--- src/rtl/memory_dumper.sv ---
`default_nettype none
// ============================================================================
//  Module   : memory_dumper
//  Purpose  : Walks an 8-bit synchronous memory from address 0 to LAST_ADRS
//             and sends each byte out as an 8N1 UART frame (LSB first).
//             Each byte takes one READ and one WAIT clock, so the per-byte
//             period is 2 + 10*CLKS_PER_BIT clocks.
//  Ports    : clock    - system clock, rising edge
//             reset    - asynchronous active-high reset
//             start    - dump request, sampled only while idle
//             mm_adrs  - read address to the synchronous memory
//             mm_q     - memory read data, valid one edge after mm_adrs
//             tx       - registered UART serial output, idles high
//             busy     - high whenever the dumper is not idle
//             done     - one-clock pulse after the final stop bit
//             cur_adrs - address of the byte in flight (display copy)
//  Revision : 1.0 - initial release
// ============================================================================
module memory_dumper #(
  parameter int unsigned CLKS_PER_BIT = 434,
  parameter logic [7:0]  LAST_ADRS    = 8'hFF
) (
  input  logic       clock,
  input  logic       reset,
  input  logic       start,
  output logic [7:0] mm_adrs,
  input  logic [7:0] mm_q,
  output logic       tx,
  output logic       busy,
  output logic       done,
  output logic [7:0] cur_adrs
);

  typedef enum logic [2:0] {
    ST_IDLE     = 3'd0,
    ST_READ     = 3'd1,
    ST_WAIT     = 3'd2,
    ST_TX_START = 3'd3,
    ST_TX_DATA  = 3'd4,
    ST_TX_STOP  = 3'd5
  } state_t;

  localparam logic [15:0] c_BAUD_LAST = 16'(CLKS_PER_BIT - 1);

  state_t      r_state;
  logic [7:0]  r_adrs;
  logic [7:0]  r_shift;
  logic [15:0] r_baud;
  logic [2:0]  r_bit;
  logic        r_tx;
  logic        r_done;
  logic        w_baud_tc;

  assign w_baud_tc = (r_baud == c_BAUD_LAST);

  always_ff @(posedge clock or posedge reset) begin
    if (reset) begin
      r_state <= ST_IDLE;
      r_adrs  <= 8'h00;
      r_shift <= 8'h00;
      r_baud  <= 16'd0;
      r_bit   <= 3'd0;
      r_tx    <= 1'b1;
      r_done  <= 1'b0;
    end else begin
      r_done <= 1'b0;
      case (r_state)
        ST_IDLE: begin
          r_adrs <= 8'h00;
          r_baud <= 16'd0;
          r_bit  <= 3'd0;
          r_tx   <= 1'b1;
          if (start) begin
            r_state <= ST_READ;
          end
        end

        // Address is presented during READ; the memory registers it on the
        // exit edge, so data is ready to latch at the end of WAIT.
        ST_READ: begin
          r_state <= ST_WAIT;
        end

        // Latch the byte and drop tx on the same edge so the start bit
        // begins immediately.
        ST_WAIT: begin
          r_shift <= mm_q;
          r_baud  <= 16'd0;
          r_bit   <= 3'd0;
          r_tx    <= 1'b0;
          r_state <= ST_TX_START;
        end

        ST_TX_START: begin
          if (w_baud_tc) begin
            r_baud  <= 16'd0;
            r_tx    <= r_shift[0];
            r_state <= ST_TX_DATA;
          end else begin
            r_baud <= r_baud + 16'd1;
          end
        end

        // tx already carries r_shift[0]; on each bit boundary the next bit
        // (r_shift[1]) is driven and the register shifts right.
        ST_TX_DATA: begin
          if (w_baud_tc) begin
            r_baud <= 16'd0;
            if (r_bit == 3'd7) begin
              r_tx    <= 1'b1;
              r_state <= ST_TX_STOP;
            end else begin
              r_tx    <= r_shift[1];
              r_shift <= {1'b0, r_shift[7:1]};
              r_bit   <= r_bit + 3'd1;
            end
          end else begin
            r_baud <= r_baud + 16'd1;
          end
        end

        ST_TX_STOP: begin
          if (w_baud_tc) begin
            r_baud <= 16'd0;
            if (r_adrs == LAST_ADRS) begin
              r_adrs  <= 8'h00;
              r_done  <= 1'b1;
              r_state <= ST_IDLE;
            end else begin
              r_adrs  <= r_adrs + 8'd1;
              r_state <= ST_READ;
            end
          end else begin
            r_baud <= r_baud + 16'd1;
          end
        end

        default: begin
          r_state <= ST_IDLE;
        end
      endcase
    end
  end

  assign mm_adrs  = r_adrs;
  assign cur_adrs = r_adrs;
  assign tx       = r_tx;
  assign done     = r_done;
  assign busy     = (r_state != ST_IDLE);

endmodule
`default_nettype wire
--- config.mk ---
export PLATFORM = sky130hd
export DESIGN_NAME = memory_dumper
export DESIGN_NICKNAME = d
export VERILOG_FILES = /design/src/rtl/memory_dumper.sv
export SDC_FILE = /design/constraint.sdc
export NUM_CORES = 1
export LEC_CHECK = 0
export CELL_PAD_IN_SITES_DETAIL_PLACEMENT = 1
export CELL_PAD_IN_SITES_GLOBAL_PLACEMENT = 1
export CORE_MARGIN = 4
export CORE_UTILIZATION = 47
export DETAILED_ROUTE_END_ITERATION = 6
export PLACE_DENSITY = 0.91
export SLEW_MARGIN = 20
export SYNTH_ARGS = -nofsm -noshare
export SYNTH_HDL_FRONTEND = slang
export SYNTH_SLANG_ARGS = --single-unit
--- constraint.sdc ---
create_clock -name clock -period 4.68 [get_ports clock]
set_input_delay 1.404 -clock clock [delete_from_list [all_inputs] [get_ports clock]]
set_output_delay 1.404 -clock clock [all_outputs]
set_load 0.05 [all_outputs]
==> flow_summary.json, run 1 <==
{
  "vias": 2132,
  "hold_depth": 1,
  "routedWlPerCell_um": 19.5,
  "synth-compound-area-share": 0.183,
  "grt_pass1_vias": 2163,
  "finalHoldViolCount": 0,
  "clk_pin_slew_ps": 90,
  "regArea_sq_um": 1000,
  "rsz0062_at_grt": "false",
  "clk_latency_ps": 300,
  "grt_pass1_wl_um": 11000,
  "end_kind": "output port",
  "fin_cells": 336,
  "p_leak_nw": 1.13,
  "area.growth.synth_to_final_pct": 14.3,
  "hold_class": "reg -> reg",
  "yosysWarningCount": 0,
  "drv_slew": 0,
  "die_area_sq_um": 6630,
  "cts_buffers": 5,
  "multi_input_area_sq_um": 1350,
  "worstSetupPathType": "reg -> out",
  "avgViaCountPerCell": 6.35,
  "fp.dieW_um": 81.4,
  "pin_count": 30,
  "cp_max_fo": 19,
  "track_usage": 0.216,
  "coreArea_sq_um": 5170,
  "hpwl_um": 4550,
  "dp.cells": 328,
  "rr_endpoint": "r_shift[0]",
  "ys.flop_type": "dfrtp_1",
  "gr-total-overflow": 0,
  "drt-pass1-iter-count": 4,
  "rrSetupSlack_ps": 1960,
  "utilization": 0.560,
  "synth_seq_cells": 40,
  "setup_tns_ps": 0,
  "grt_start_max_net_pins": 37,
  "synth_top_family_by_area": "simple AND/OR/NAND/NOR gates",
  "maxSlewHeadroom": 0.329,
  "ant_nets": 0,
  "drive_gt1_frac": 0.143,
  "syn_inst": 254,
  "async_reset_ff_frac": 1.00,
  "hp-start": "r_shift[5]",
  "fp-row-count": 26,
  "cts_root_buffer": "clkbuf_8",
  "netlist_area_sq_um": 2530,
  "fin_crit_sh": 0.763,
  "cts_tree": "built",
  "status": "finished clean",
  "cts_max_level": 2,
  "detail_route.iter0.violations": 115,
  "setup_viol": 0,
  "yosysUniqueCellTypes": 51,
  "n_antenna_cell": 0,
  "postCtsSetupRepairBufs": 0,
  "nets": 281,
  "holdPathEnd": "r_shift[5]",
  "synth_edf_count": 0,
  "antenna_found_initial": 0,
  "clock_skew_ps": 11.4,
  "die_y_um": 81.4,
  "yosys.area_share.simple": 0.229,
  "max_clock_freq_mhz": 280,
  "startpoint_type": "flop",
  "syn_nets": 270,
  "holdBufCountCts": 0,
  "drv_cap": 0,
  "p_per_area_nw_per_um2": 488,
  "synthXorXnorAreaFrac": 0,
  "arrival_ps": 2170,
  "wl_um": 6540,
  "max-vdd-ir-drop_v": 0.000259,
  "fin_crit_ps": 3570,
  "place_congestion": 0.827,
  "fill_cells": 578,
  "avgSynthCellArea_sq_um": 9.98,
  "cts_sinks": 40,
  "cts_buffer_depth": 2,
  "reg2reg_from": "r_baud[1]",
  "r2r_cells": 6,
  "yosys-mux-area-fraction": 0.0958,
  "crit_required_ps": 3280,
  "seq_area_frac_synth": 0.395,
  "synth_fa_ha_area_frac": 0.0247,
  "io_buffers": 29,
  "cts-resized-gates": 0,
  "start_util": 0.490,
  "worst_pin_slew_ps": 1000,
  "drc": 0
}
[registers in the layout, indices dropped and copies added (netlist names)]
signal and cells:
r_shift 8, done 1, r_bit 3, tx 1, r_state 3, cur_adrs 8, r_baud 16
[area by class of cell]
type,count,area share
Clock buffer,5,0.0237
Clock inverter,3,0.0147
Inverter,12,0.0155
Multi-Input combinational cell,176,0.467
Sequential cell,40,0.346
Tap cell,70,0.0302
Timing Repair Buffer,30,0.103
[critical path: stages, from the launching register on]
cell             delay [ps]
dfrtp_1                 610
or3_1                   520
clkdlybuf4s50_1         730
[logic make-up (layout without fill, tap and decap cells)]
family | count (synthesis) | count (layout)
AO/OA/AOI/OAI | 64 | 64
adder cells (fa/ha/maj) | 5 | 5
buffers and inverters | 38 | 50
flip-flops | 40 | 40
multiplexers | 22 | 22
AND/OR/NAND/NOR | 85 | 85
[report_power, final]
group | internal [mW] | switching, mW | leakage [nW]
registers | 0.422 | 0.117 | 0.531
logic | 0.255 | 0.331 | 0.547
clock network | 0.158 | 0.131 | 0.0541
[through the flow]
stage | instance area [sq um] | power (mW) | hold slack, ps | setup WS [ps]
final | 2900 | 1.41 | 507 | 1110
after global routing | 2900 | 1.51 | 527 | 1040
after CTS | 2900 | 1.43 | 513 | 1110
after detailed placement | 2790 | 1.13 | 493 | 1460
after global placement | 2790 | 1.09 | 487 | 1510
after floorplan | 2530 | 0.993 | 475 | 2140
[layer usage]
| layer | part of all wire | track usage | vias to the layer above |
|---|---|---|---|
| met5 | 0 | 0 | - |
| met2 | 0.52 | 0.366 | 40 |
| met1 | 0.43 | 0.269 | 1094 |
| met4 | 0.020 | 0.0794 | 0 |
| met3 | 0.033 | 0.0471 | 11 |
| li1 | - | - | 987 |
[worst max path at each step]
stage | from | endpoint | slack, ps | depth (start not counted)
final | r_state[1] | busy | 1110 | 2
after detailed placement | r_state[1] | busy | 1460 | 2
after CTS | r_state[1] | busy | 1110 | 2
after global routing | r_state[1] | busy | 1040 | 2
after global placement | r_state[1] | busy | 1510 | 2
after floorplan | r_state[1] | busy | 2140 | 2
[placed cells by master (no fill, tap or decap), types with 2 or more instances in the layout]
cell	count
o21ai_0	6
nor2_1	5
and4_1	5
mux2i_1	4
ha_1	5
a31oi_1	26
clkdlybuf4s50_1	29
nand2_1	11
and3_1	8
nand3_1	18
a21oi_1	3
nor3_1	4
clkbuf_8	5
nand4_1	6
a41oi_1	2
nor4b_4	2
or3_1	3
nor2b_1	4
or4_1	3
o21a_1	5
nand2b_1	3
mux2_2	18
nand3b_1	5
nor4_4	2
inv_1	12
o211ai_1	3
dfrtp_1	39
o22ai_1	4
a32oi_1	3
[cells in the mapped netlist (all sizes together) (2+ instances only)]
cell type  number  area share
clkbuf         11       0.016
ha              5       0.025
mux2           18       0.080
mux2i           4       0.016
nor3            4      0.0079
nor2            5      0.0074
or3             3      0.0074
o21a            5       0.015
nor4b           3       0.022
o21ai           7       0.015
nand2b          3      0.0074
nand4           7       0.023
nand3          18       0.036
and3            8       0.020
and4            5       0.017
nor2b           4      0.0099
nor4            2       0.017
or4             3      0.0089
nand3b          5       0.015
inv            12       0.018
buf            15       0.038
a32oi           3       0.010
a41oi           2      0.0069
o22ai           4      0.0099
a211oi          2      0.0079
a31oi          26       0.064
nand2          11       0.016
o211ai          3      0.0089
dfrtp          39        0.38
a21oi           3      0.0059
Power figures use the tool's default switching activity.
==> run 2: changes to the inputs <==
- CORE_UTILIZATION: 47 -> 39
- PLACE_DENSITY: 0.91 -> 0.81
- clock period: 4.68 -> 3.1 ns (I/O delays scaled with it)
==> flow_summary.json, run 2 (synthesis gave the netlist of run 1 again) <==
{
  "routedWlPerCell_um": 17.2,
  "grt_pass1_vias": 2127,
  "track_usage": 0.166,
  "drv_cap": 0,
  "p_leak_nw": 1.14,
  "fp.dieW_um": 88.6,
  "fin_crit_ps": 2760,
  "worst_pin_slew_ps": 867,
  "drv_slew": 0,
  "fin_crit_sh": 0.892,
  "place_congestion": 0.855,
  "area.growth.synth_to_final_pct": 15.1,
  "setup_viol": 0,
  "finalWorstSetupSlack_ps": 336,
  "cts_buffer_depth": 2,
  "rsz0062_at_grt": "false",
  "p_per_area_nw_per_um2": 706,
  "ant_nets": 0,
  "final_cell_mix": "39 x dfrtp_1, 29 x clkdlybuf4s50_1, 26 x a31oi_1",
  "drc": 0,
  "start_util": 0.402,
  "cp_max_fo": 3,
  "max-vdd-ir-drop_v": 0.000405,
  "detail_route.iter0.violations": 107,
  "n_antenna_cell": 0,
  "clk_latency_ps": 290,
  "utilization": 0.462,
  "max_clock_freq_mhz": 362,
  "coreArea_sq_um": 6310,
  "drt-pass1-iter-count": 4,
  "clock_skew_ps": 7.95,
  "cts_max_level": 2,
  "cts_root_buffer": "clkbuf_8",
  "postCtsSetupRepairBufs": 0,
  "arrival_ps": 1830,
  "maxSlewHeadroom": 0.416,
  "vias": 2103,
  "cts_sinks": 40,
  "wl_um": 5970,
  "fp-row-count": 29,
  "pin_count": 30,
  "clk_pin_slew_ps": 80,
  "regMostFlops": "r_baud",
  "io_buffers": 29,
  "drive_gt1_frac": 0.155,
  "grt_start_max_net_pins": 41,
  "die_area_sq_um": 7850,
  "worstSetupPathType": "reg -> out",
  "crit_required_ps": 2170,
  "end_kind": "output port",
  "setup_tns_ps": 0,
  "status": "finished clean",
  "hold_depth": 1,
  "holdBufCountCts": 0,
  "cts_tree": "built",
  "cts-resized-gates": 0,
  "cts_buffers": 5,
  "hold_class": "reg -> reg",
  "layout_commonest_cell": "dfrtp_1",
  "antenna_found_initial": 0,
  "die_y_um": 88.6,
  "dp_slack_ps": 643,
  "grt_pass1_wl_um": 10300,
  "avgViaCountPerCell": 6.04,
  "hpwl_um": 4190,
  "finalHoldViolCount": 0,
  "startpoint_type": "flop",
  "gr-total-overflow": 0,
  "nets": 286,
  "r2r_cells": 7,
  "largest_register_ffs": 16
}
==> run 2: metrics by stage <==
step                cells  area, sq um  power (mW)  hold slack [ps]
floorplan             254         2530        1.50              475
CTS                   348         2920        2.09              513
detailed placement    340         2830        1.73              495
global route          348         2920        2.21              532
global placement      340         2830        1.69              488
finish                348         2920        2.06              511
==> run 2: report_power, final <==
group / total (mW) / leakage [nW] / switching (mW) / internal [mW]
clock network: 0.343 / 0.0412 / 0.186 / 0.157
registers: 0.738 / 0.531 / 0.0987 / 0.639
logic: 0.979 / 0.572 / 0.569 / 0.410
total: 2.06 / 1.14 / 0.853 / 1.21
==> run 2: final timing paths <==
kind | startpoint | endpoint | slack [ps]
hold / removal | r_shift[3] | r_shift[3] | 510
hold reg to reg | r_shift[3] | r_shift[3] | 510
min in group asynchronous | reset | r_state[1] | 1070
setup / recovery | r_state[1] | busy | 340
max in group asynchronous | reset | tx | 1660
setup reg to reg | r_baud[1] | r_bit[0] | 810
==> run 2: layer usage <==
layer / global-route usage / vias up / share of wire
met1: 0.215 / 1070 / 0.46
met5: 0 / - / 0
met4: 0.0467 / 0 / 0.0089
met2: 0.279 / 33 / 0.50
li1: - / 995 / -
met3: 0.0345 / 5 / 0.032
==> run 2: final cells by class <==
class                           instances  area, sq um
Clock buffer                            6         72.6
Clock inverter                          2         12.5
Fill cell                             734         3400
Inverter                               12         45.0
Multi-Input combinational cell        176         1350
Sequential cell                        40         1000
Tap cell                               77         96.3
Timing Repair Buffer                   35          335
==> run 2: worst max-delay path, cell delays in order, from the launching register on <==
cell and delay [ps]:
dfrtp_1 380, or3_1 440, clkdlybuf4s50_1 730
==> run 3: changes to the inputs <==
- TNS_END_PERCENT: default -> 1
==> results of run 3 <==
The final DEF is identical to that of run 2; final timing and power are the same.
